### src/rtl/mult_seq_if.sv
// mult_seq_if: start/busy/done handshake and operand/result bus for mult_seq.
//   master modport: drives start, A, B; observes busy, done, Product, Result, Overflow.
//   slave modport : the multiplier side (inverse directions).
//   W: operand width (2..32).
interface mult_seq_if #(
    parameter int W = 4
) ();
    logic             start;
    logic [W-1:0]     A;
    logic [W-1:0]     B;
    logic             busy;
    logic             done;
    logic [2*W-1:0]   Product;
    logic [W-1:0]     Result;
    logic             Overflow;

    modport master (
        output start, A, B,
        input  busy, done, Product, Result, Overflow
    );

    modport slave (
        input  start, A, B,
        output busy, done, Product, Result, Overflow
    );
endinterface

### src/rtl/mult_seq.sv
// mult_seq: sequential shift-add multiplier, one partial product per cycle.
//
// Ports:
//   clk  - rising-edge clock
//   rst  - synchronous active-high reset (aborts any operation, clears outputs)
//   bus  - mult_seq_if.slave: start/A/B in; busy/done/Product/Result/Overflow out
//
// Optional feature macro: MULT_SEQ_SIGNED_EN
//   defined   - two's complement operands (magnitude core + final negate),
//               Overflow when Product[2W-1:W-1] is not all-equal
//   undefined - unsigned operands, Overflow when Product[2W-1:W] is nonzero
//
// state | meaning
// ------+-------------------------------------------------------------
// IDLE  | waiting for start; outputs hold the last result
// RUN   | iterating, one multiplier bit per cycle (W cycles)
// DONE  | one-cycle done pulse; start here is accepted back-to-back
module mult_seq #(
    parameter int W = 4
) (
    input  logic       clk,
    input  logic       rst,
    mult_seq_if.slave  bus
);
    localparam int CW = (W > 1) ? $clog2(W) : 1;

    typedef enum logic [1:0] {IDLE, RUN, DONE} state_t;

    state_t            state, state_nxt;
    logic              accept, last;

    logic [W-1:0]      mcand, mplier;
    logic [2*W:0]      acc;
    logic [CW-1:0]     cnt;

    logic [W-1:0]      a_mag, b_mag;
    logic [W:0]        upper_sum;
    logic [2*W:0]      acc_nxt;
    logic [2*W-1:0]    prod_nxt;
    logic              ovf_nxt;

    logic              busy_q, done_q, ovf_q;
    logic [2*W-1:0]    prod_q;
    logic [W-1:0]      res_q;

`ifdef MULT_SEQ_SIGNED_EN
    logic              sign, sign_in;
`endif

    always_ff @(posedge clk) begin
        if (rst) state <= IDLE;
        else     state <= state_nxt;
    end

    always_comb begin
        state_nxt = state;
        accept    = 1'b0;
        last      = 1'b0;
        case (state)
            IDLE: begin
                if (bus.start) begin
                    state_nxt = RUN;
                    accept    = 1'b1;
                end
            end
            RUN: begin
                if (cnt == '0) begin
                    state_nxt = DONE;
                    last      = 1'b1;
                end
            end
            DONE: begin
                if (bus.start) begin
                    state_nxt = RUN;
                    accept    = 1'b1;
                end else begin
                    state_nxt = IDLE;
                end
            end
            default: state_nxt = IDLE;
        endcase
    end

    // Add the multiplicand into the upper half, then shift the whole
    // accumulator right; after W steps acc[2W-1:0] holds the product.
    always_comb begin
        upper_sum = acc[2*W:W] + (mplier[0] ? {1'b0, mcand} : {(W+1){1'b0}});
        acc_nxt   = {upper_sum, acc[W-1:0]} >> 1;
    end

`ifdef MULT_SEQ_SIGNED_EN
    always_comb begin
        a_mag    = bus.A[W-1] ? (~bus.A + 1'b1) : bus.A;
        b_mag    = bus.B[W-1] ? (~bus.B + 1'b1) : bus.B;
        sign_in  = bus.A[W-1] ^ bus.B[W-1];
        prod_nxt = sign ? (~acc_nxt[2*W-1:0] + 1'b1) : acc_nxt[2*W-1:0];
        // Representable in W signed bits iff bits 2W-1..W-1 are all equal.
        ovf_nxt  = !((&prod_nxt[2*W-1:W-1]) || !(|prod_nxt[2*W-1:W-1]));
    end
`else
    always_comb begin
        a_mag    = bus.A;
        b_mag    = bus.B;
        prod_nxt = acc_nxt[2*W-1:0];
        ovf_nxt  = |prod_nxt[2*W-1:W];
    end
`endif

    always_ff @(posedge clk) begin
        if (rst) begin
            mcand  <= '0;
            mplier <= '0;
            acc    <= '0;
            cnt    <= '0;
            prod_q <= '0;
            res_q  <= '0;
            ovf_q  <= 1'b0;
            busy_q <= 1'b0;
            done_q <= 1'b0;
`ifdef MULT_SEQ_SIGNED_EN
            sign   <= 1'b0;
`endif
        end else begin
            if (accept) begin
                mcand  <= a_mag;
                mplier <= b_mag;
                acc    <= '0;
                cnt    <= CW'(W - 1);
`ifdef MULT_SEQ_SIGNED_EN
                sign   <= sign_in;
`endif
            end else if (state == RUN) begin
                acc    <= acc_nxt;
                mplier <= mplier >> 1;
                if (cnt != '0) cnt <= cnt - 1'b1;
            end
            if (last) begin
                prod_q <= prod_nxt;
                res_q  <= prod_nxt[W-1:0];
                ovf_q  <= ovf_nxt;
            end
            // Flags follow the next state so they are true register outputs.
            busy_q <= (state_nxt == RUN);
            done_q <= (state_nxt == DONE);
        end
    end

    assign bus.busy     = busy_q;
    assign bus.done     = done_q;
    assign bus.Product  = prod_q;
    assign bus.Result   = res_q;
    assign bus.Overflow = ovf_q;
endmodule

### src/flat_wrapper.sv
// flat-port wrapper written by rule: the top's interface ports become plain ports
module mult_seq_flat 
#(
    parameter int W = 4
)
  (clk, rst, bus_start, bus_A, bus_B, bus_busy, bus_done, bus_Product, bus_Result, bus_Overflow);
  mult_seq_if #(.W(W)) bus_i ();
  input  logic clk;
  input  logic rst;
  input wire logic [$bits(bus_i.start)-1:0] bus_start;
  input wire logic [$bits(bus_i.A)-1:0] bus_A;
  input wire logic [$bits(bus_i.B)-1:0] bus_B;
  output wire logic [$bits(bus_i.busy)-1:0] bus_busy;
  output wire logic [$bits(bus_i.done)-1:0] bus_done;
  output wire logic [$bits(bus_i.Product)-1:0] bus_Product;
  output wire logic [$bits(bus_i.Result)-1:0] bus_Result;
  output wire logic [$bits(bus_i.Overflow)-1:0] bus_Overflow;
  assign bus_i.start = bus_start;
  assign bus_i.A = bus_A;
  assign bus_i.B = bus_B;
  assign bus_busy = bus_i.busy;
  assign bus_done = bus_i.done;
  assign bus_Product = bus_i.Product;
  assign bus_Result = bus_i.Result;
  assign bus_Overflow = bus_i.Overflow;
  mult_seq #(.W(W)) u_core (.clk(clk), .rst(rst), .bus(bus_i));
endmodule
### config.mk
export PLATFORM = sky130hd
export DESIGN_NAME = mult_seq_flat
export DESIGN_NICKNAME = d
export VERILOG_FILES = /design/src/rtl/mult_seq_if.sv /design/src/rtl/mult_seq.sv /design/src/flat_wrapper.sv
export SDC_FILE = /design/constraint.sdc
export NUM_CORES = 1
export LEC_CHECK = 0
export CAP_MARGIN = 20
export CORE_AREA = 2 2 55 57
export CTS_CLUSTER_SIZE = 28
export DETAILED_ROUTE_END_ITERATION = 10
export DIE_AREA = 0 0 57 59
export GPL_ROUTABILITY_DRIVEN = 0
export PLACE_DENSITY_LB_ADDON = 0.3
export SLEW_MARGIN = 20
export SYNTH_ARGS = -nofsm -noshare
export SYNTH_HDL_FRONTEND = slang
export SYNTH_SLANG_ARGS = --single-unit
### constraint.sdc
create_clock -name clk -period 2.6 [get_ports clk]
set_clock_uncertainty 0.1 [all_clocks]
set_input_delay 0.26 -clock clk [delete_from_list [all_inputs] [get_ports clk]]
set_output_delay 0.26 -clock clk [all_outputs]
set_load 0.02 [all_outputs]
==> run summary, run 1 <==
CTS tree: yes
n_diodes: 0
final setup vio count: 0
ratio of cells with drive above 1 in the final layout: 6.32%
Worst setup SP type: flop
crit path max fanout: 5
ys async rst share: 0%
EDFF count, synth: 0
Final WS setup: 0.389 ns
GRT Util Overall: 16.9%
Nets: 190
Die Ht: 59 um
Tcrit/Tclk final: 85.0%
Slew Limit Fails: 0
CTS clk-pin slew, worst paths: 0.09 ns
Via density: 5.31
Mapped Cells: 151
most frequent cells in the layout: 31 x nand2_1, 30 x dfxtp_1, 25 x clkdlybuf4s50_1
Detailed Routing Iterations Pass 1: 4
Place WS: 0.413 ns
max cap viols: 0
status: completed
fin crit period: 2.21 ns
P&R area growth vs syn: 21.6%
worst IR drop on VDD: 0.000474 V
initial antenna violation count: 0
Seq/Total Area, Yosys: 44.9%
vias in the first global route: 1044
FP Rows: 19
HP Class: reg2reg
f_max: 452 MHz
DRC viols: 0
number of port buffers: 25
Via Count: 1088
Detailed Route WL: 2.49 mm
Core ar.: 2710 um2
global-route wire length before repair: 4.37 mm
Total Power: 0.000920 W
Num Clock Sinks: 30
Die ar.: 3360 um2
Synth Register Bits: 30
crit path kind: reg2reg
Final Util: 60.0%
data required time at the worst endpoint: 2.69 ns
chip width: 57 um
commonest non-fill, non-tap cell in the layout: nand2_1
Synth Cell Area: 1340 um2
Setup crit end kind: flop
slew margin rel.: 57.1%
RSZ-0062 raised after global routing: no
Final Hold Fails: 0
worst path arrival time: 2.30 ns
post-synthesis area per instance: 8.86 um2
Syn. warnings: 0
hpwl dp: 1.87 mm
cells resized by post-CTS repair: 0
ys flop type: dfxtp_1
# hold bufs at CTS: 0
pwr/cell area: 565 nW/um2
initial DRC count: 13
TritonCTS Buffers: 5
Starting Density: 49.4%
Synth cell types: 36
largest net degree at the start of global routing: 15
Leak: 0.629 nW
CTS Root Cell: clkbuf_4
H-tree level count: 2
final setup TNS: 0 ns
I/O pin cnt: 26
WL/cell: 12.2 um
placed insts: 197
Post-Syn Nets: 168
grt ovf: 0
Final ANT Viol Nets: 0
non-filler cells, final: 205
Worst Max-Slew Pin Slew: 0.642 ns
clock buffer depth: 2
clock latency at the later pin of the worst-skew pair: 0.33 ns
postcts setup bufs: 0
## report_power, final
part	switching, W	internal (W)	total (W)	leakage, nW
logic	0.0000715	0.0000614	0.000133	0.349
registers	0.0000159	0.000484	0.000500	0.245
clock network	0.000156	0.000131	0.000287	0.0353
total	0.000244	0.000676	0.000920	0.629
## routing by layer
| layer | wire [um] | vias up | GRT usage (%) |
|---|---|---|---|
| li1 | - | 561 | - |
| met3 | 110 | 7 | 4.59 |
| met1 | 1140 | 497 | 18.5 |
| met2 | 1190 | 23 | 30.2 |
| met4 | 50 | 0 | 8.64 |
| met5 | 0 | - | 0 |
## worst max-delay path, stage by stage (launching register included)
cell and delay [ns]:
dfxtp_1 0.34, and2_1 0.16, ha_1 0.21, fa_1 0.49, nand4bb_1 0.19, a2111oi_0 0.43
o32ai_1 0.16
## final timing paths
kind	startpoint	end	slack (ns)	cells past startpoint
max	u_core.mplier[0]	u_core.bus.Overflow	0.39	6
min	u_core.mcand[0]	u_core.mcand[0]	0.36	2
max reg2reg	u_core.mplier[0]	u_core.bus.Overflow	0.39	6
min reg2reg	u_core.mcand[0]	u_core.mcand[0]	0.36	2
## synthesized netlist by cell type, types with 2 or more instances
cell / number / area (um2)
a211oi_1: 6 / 45.0
a21o_1: 2 / 15.0
a21oi_1: 15 / 75.1
a311oi_1: 2 / 17.5
and2_1: 4 / 25.0
and3b_1: 2 / 17.5
buf_2: 3 / 15.0
buf_4: 6 / 45.0
clkbuf_1: 2 / 7.51
dfxtp_1: 30 / 601
ha_1: 5 / 62.6
inv_1: 4 / 15.0
nand2_1: 31 / 116
nand2b_1: 3 / 18.8
nand3_1: 2 / 10.0
nand3b_1: 2 / 15.0
nor2_1: 9 / 33.8
nor3_1: 5 / 25.0
## cells by family (layout without fill, tap and decap cells)
kind of cell / count (synthesis) / in the layout / share of synthesized area, %
AOI/OAI and AO/OA: 32 / 32 / 15.8
and+or+nand+nor: 65 / 65 / 24.9
adders and majority gates: 6 / 6 / 6.17
DFF: 30 / 30 / 44.9
muxes: 1 / 1 / 0.748
buffers and inverters: 15 / 38 / 6.17
xor gates and xnor gates: 2 / 2 / 1.31
## stage by stage
stage	hold slack [ns]	area, um2
after floorplan	0.296	1340
after global placement	0.345	1570
after detailed placement	0.346	1570
after CTS	0.359	1630
after global routing	0.379	1630
final	0.357	1630
## final cells by class
class	count	area, um2
fill	257	1080
multi-input combinational	106	654
sequential	30	601
timing repair buffer	26	258
clock buffer	7	55.1
tap	31	38.8
inverter	4	15.0
clock inverter	1	5.00
## registers in the layout, indices dropped and copies added, names as in the netlist
| signal | flops |
|---|---|
| u_core.acc | 7 |
| u_core.bus.Overflow | 1 |
| u_core.cnt | 2 |
| u_core.bus.Result | 3 |
| u_core.state | 2 |
| u_core.mplier | 4 |
| u_core.bus.done | 1 |
| u_core.bus.busy | 1 |
| u_core.bus.Product | 5 |
| u_core.mcand | 4 |
No activity file was read; power rests on OpenSTA's default activity.
==> run 2: changes to the inputs <==
--- a/config.mk
+++ b/config.mk
@@ -5,12 +5,12 @@
 export SDC_FILE = /design/constraint.sdc
 export NUM_CORES = 1
 export LEC_CHECK = 0
-export CAP_MARGIN = 20
 export CORE_AREA = 2 2 55 57
 export CTS_CLUSTER_SIZE = 28
 export DETAILED_ROUTE_END_ITERATION = 10
 export DIE_AREA = 0 0 57 59
 export GPL_ROUTABILITY_DRIVEN = 0
+export GPL_TIMING_DRIVEN = 1
 export PLACE_DENSITY_LB_ADDON = 0.3
 export SLEW_MARGIN = 20
 export SYNTH_ARGS = -nofsm -noshare
==> results of run 2 <==
The final DEF is identical to that of run 1; final timing and power are the same.
==> run 3: changes to the inputs <==
--- a/config.mk
+++ b/config.mk
@@ -12,6 +12,7 @@
 export GPL_ROUTABILITY_DRIVEN = 0
 export GPL_TIMING_DRIVEN = 1
 export PLACE_DENSITY_LB_ADDON = 0.3
+export SETUP_SLACK_MARGIN = 0.4
 export SLEW_MARGIN = 20
 export SYNTH_ARGS = -nofsm -noshare
 export SYNTH_HDL_FRONTEND = slang
==> run 3 against run 2 <==
  * Total power up 0.11%
  * Hold slack hardly changed
  * Combinational power barely moved
  * Sequential share of layout area fell by 0.14 points
  * Routed wire length down 0.16%
  * Flip-flop and latch count did not move
  * Highest routed layer unchanged
  * Critical path depth unchanged
  * Global-route usage did not move
  * Clock power hardly changed
  * Register-to-register slack better by 0.11 ns
==> run summary, run 3 (synthesis gave the netlist of run 1 again) <==
Die ar.: 3360 um2 (unchanged)
non-filler cells, final: 205 (unchanged)
I/O pin cnt: 26 (unchanged)
H-tree level count: 2 (unchanged)
Starting Density: 49.4% (unchanged)
P_int: 0.000677 W (+0.12%)
CTS tree: yes
CTS clk-pin slew, worst paths: 0.09 ns (about the same)
RSZ-0062 raised after global routing: no
FP Rows: 19 (unchanged)
HP Start: u_core.mcand[0]
initial antenna violation count: 0 (unchanged)
DRC viols: 0 (unchanged)
GRT Util Overall: 16.9% (unchanged)
WL/cell: 12.1 um (-0.16%)
Via Count: 1095 (+0.64%)
pwr/cell area: 564 nW/um2 (-0.27%)
Worst setup SP type: flop
slew margin rel.: 57.1% (unchanged)
vias in the first global route: 1044 (unchanged)
Detailed Route WL: 2.49 mm (-0.16%)
Worst R2R End: u_core.bus.Overflow
chip width: 57 um (unchanged)
hpwl dp: 1.87 mm (unchanged)
Setup crit end kind: flop
Final ANT Viol Nets: 0 (unchanged)
clock buffer depth: 2 (unchanged)
worst path arrival time: 2.20 ns (-0.10 ns)
largest net degree at the start of global routing: 15 (unchanged)
clock network fraction of total power: 31.1% (about the same)
# hold bufs at CTS: 0 (unchanged)
commonest non-fill, non-tap cell in the layout: nand2_1
Slew Limit Fails: 0 (unchanged)
TritonCTS Buffers: 5 (unchanged)
Die Ht: 59 um (unchanged)
clock latency at the later pin of the worst-skew pair: 0.32 ns (about the same)
sequential share of power: 54.3% (about the same)
filler cell count in the final layout: 255 (-0.78%)
hold depth: 2 (unchanged)
max cap viols: 0 (unchanged)
Num Clock Sinks: 30 (unchanged)
Logic pwr share: 14.6% (about the same)
Leak: 0.631 nW (+0.20%)
crit path max fanout: 5 (unchanged)
fin crit period: 2.10 ns (-0.108 ns)
ratio of cells with drive above 1 in the final layout: 6.90% (+0.57 points)
R2R Setup Slk: 0.50 ns (+0.11 ns)
postcts setup bufs: 0 (unchanged)
max reg flops: 7 (unchanged)
Final Hold Fails: 0 (unchanged)
worst hold endpoint: u_core.mcand[0]
crit path kind: reg2reg
switching pwr: 0.000244 W (about the same)
status: completed
data required time at the worst endpoint: 2.70 ns (about the same)
Top reg by flops: u_core.acc
Via density: 5.34 (+0.64%)
n_diodes: 0 (unchanged)
worst IR drop on VDD: 0.000473 V (-0.36%)
HP Class: reg2reg
f_max: 476 MHz (+5.1%)
Net Sw Frac: 26.5% (about the same)
Tcrit/Tclk final: 80.9% (-4.2 points)
worst-case reg-to-reg path depth: 6 (unchanged)
final setup TNS: 0 ns (unchanged)
area of the multi-input gates: 661 um2 (+0.96%)
P&R area growth vs syn: 22.1%
grt ovf: 0 (unchanged)
final setup vio count: 0 (unchanged)
worst r2r src: u_core.mplier[0]
Detailed Routing Iterations Pass 1: 4 (unchanged)
most frequent cells in the layout: 31 x nand2_1, 30 x dfxtp_1, 25 x clkdlybuf4s50_1
Nets: 190 (unchanged)
placed insts: 197 (unchanged)
initial DRC count: 12 (-1)
number of port buffers: 25 (unchanged)
CTS Root Cell: clkbuf_4
Worst Max-Slew Pin Slew: 0.642 ns (-0.00000107 ns)
Sequential Area: 601 um2 (unchanged)
Core ar.: 2710 um2 (unchanged)
global-route wire length before repair: 4.37 mm (unchanged)
run 3: cell types whose count changed in the layout (fill, tap and decap cells not counted):
cell / delta
a2111oi_0: -1
a2111oi_2: +1
run 3: worst max-delay path, cell delays in order (launching register included):
cell and delay, ns:
dfxtp_1 0.34, and2_1 0.16, ha_1 0.21, fa_1 0.49, nand4bb_1 0.22, a2111oi_2 0.32
o32ai_1 0.14
run 3: how the worst max path moves through the flow:
stage,from,to,slack (ns),cells after the start
after floorplan,u_core.mplier[0],u_core.bus.Overflow,0.62,6
after global placement,u_core.mplier[0],u_core.bus.Overflow,0.53,6
after detailed placement,u_core.mplier[0],u_core.bus.Overflow,0.41,6
after CTS,u_core.mplier[0],u_core.bus.Overflow,0.44,6
after global routing,u_core.mplier[0],u_core.bus.Overflow,0.43,6
final,u_core.mplier[0],u_core.bus.Overflow,0.50,6
run 3: layout make-up:
cell class	count	share of cell area, %
clock buffers	7	3.37
inverters	4	0.920
multi-input cells	106	40.5
repair buffers	26	15.8
well taps	31	2.38
clock inverters	1	0.307
flip-flops and latches	30	36.8
run 3: per-stage QoR:
step | setup slack, ns | area [um2] | util (%) | total power (W) | hold WS (ns)
2_1_floorplan | 0.618 | 1340 | - | 0.000599 | 0.296
3_3_place_gp | 0.532 | 1570 | 57.8 | 0.000639 | 0.345
3_5_place_dp | 0.413 | 1570 | 57.8 | 0.000645 | 0.346
4_1_cts | 0.440 | 1630 | 60.1 | 0.000929 | 0.359
5_1_grt | 0.433 | 1630 | 60.2 | 0.000967 | 0.379
6_report | 0.497 | 1630 | 60.2 | 0.000921 | 0.357
run 3: power groups by stage:
stage	Sequential [W]	Clock (W)	Combinational, W
after floorplan	0.000515	0	0.0000840
after global placement	0.000509	0	0.000130
after detailed placement	0.000511	0	0.000135
after CTS	0.000500	0.000293	0.000136
after global routing	0.000504	0.000314	0.000149
final	0.000500	0.000287	0.000135
run 3: what timing repair did:
action / CTS / global route
endpoints found under the hold margin: 0 / 0
resized for setup: 1 / 1
endpoints found under the setup margin: 1 / 1
run 3: routing by layer:
metal	vias up	global-route usage (%)	routed length (um)
met3	7	4.59	115
li1	562	-	-
met5	-	0	0
met1	501	18.5	1130
met4	0	8.64	50
met2	25	30.2	1190
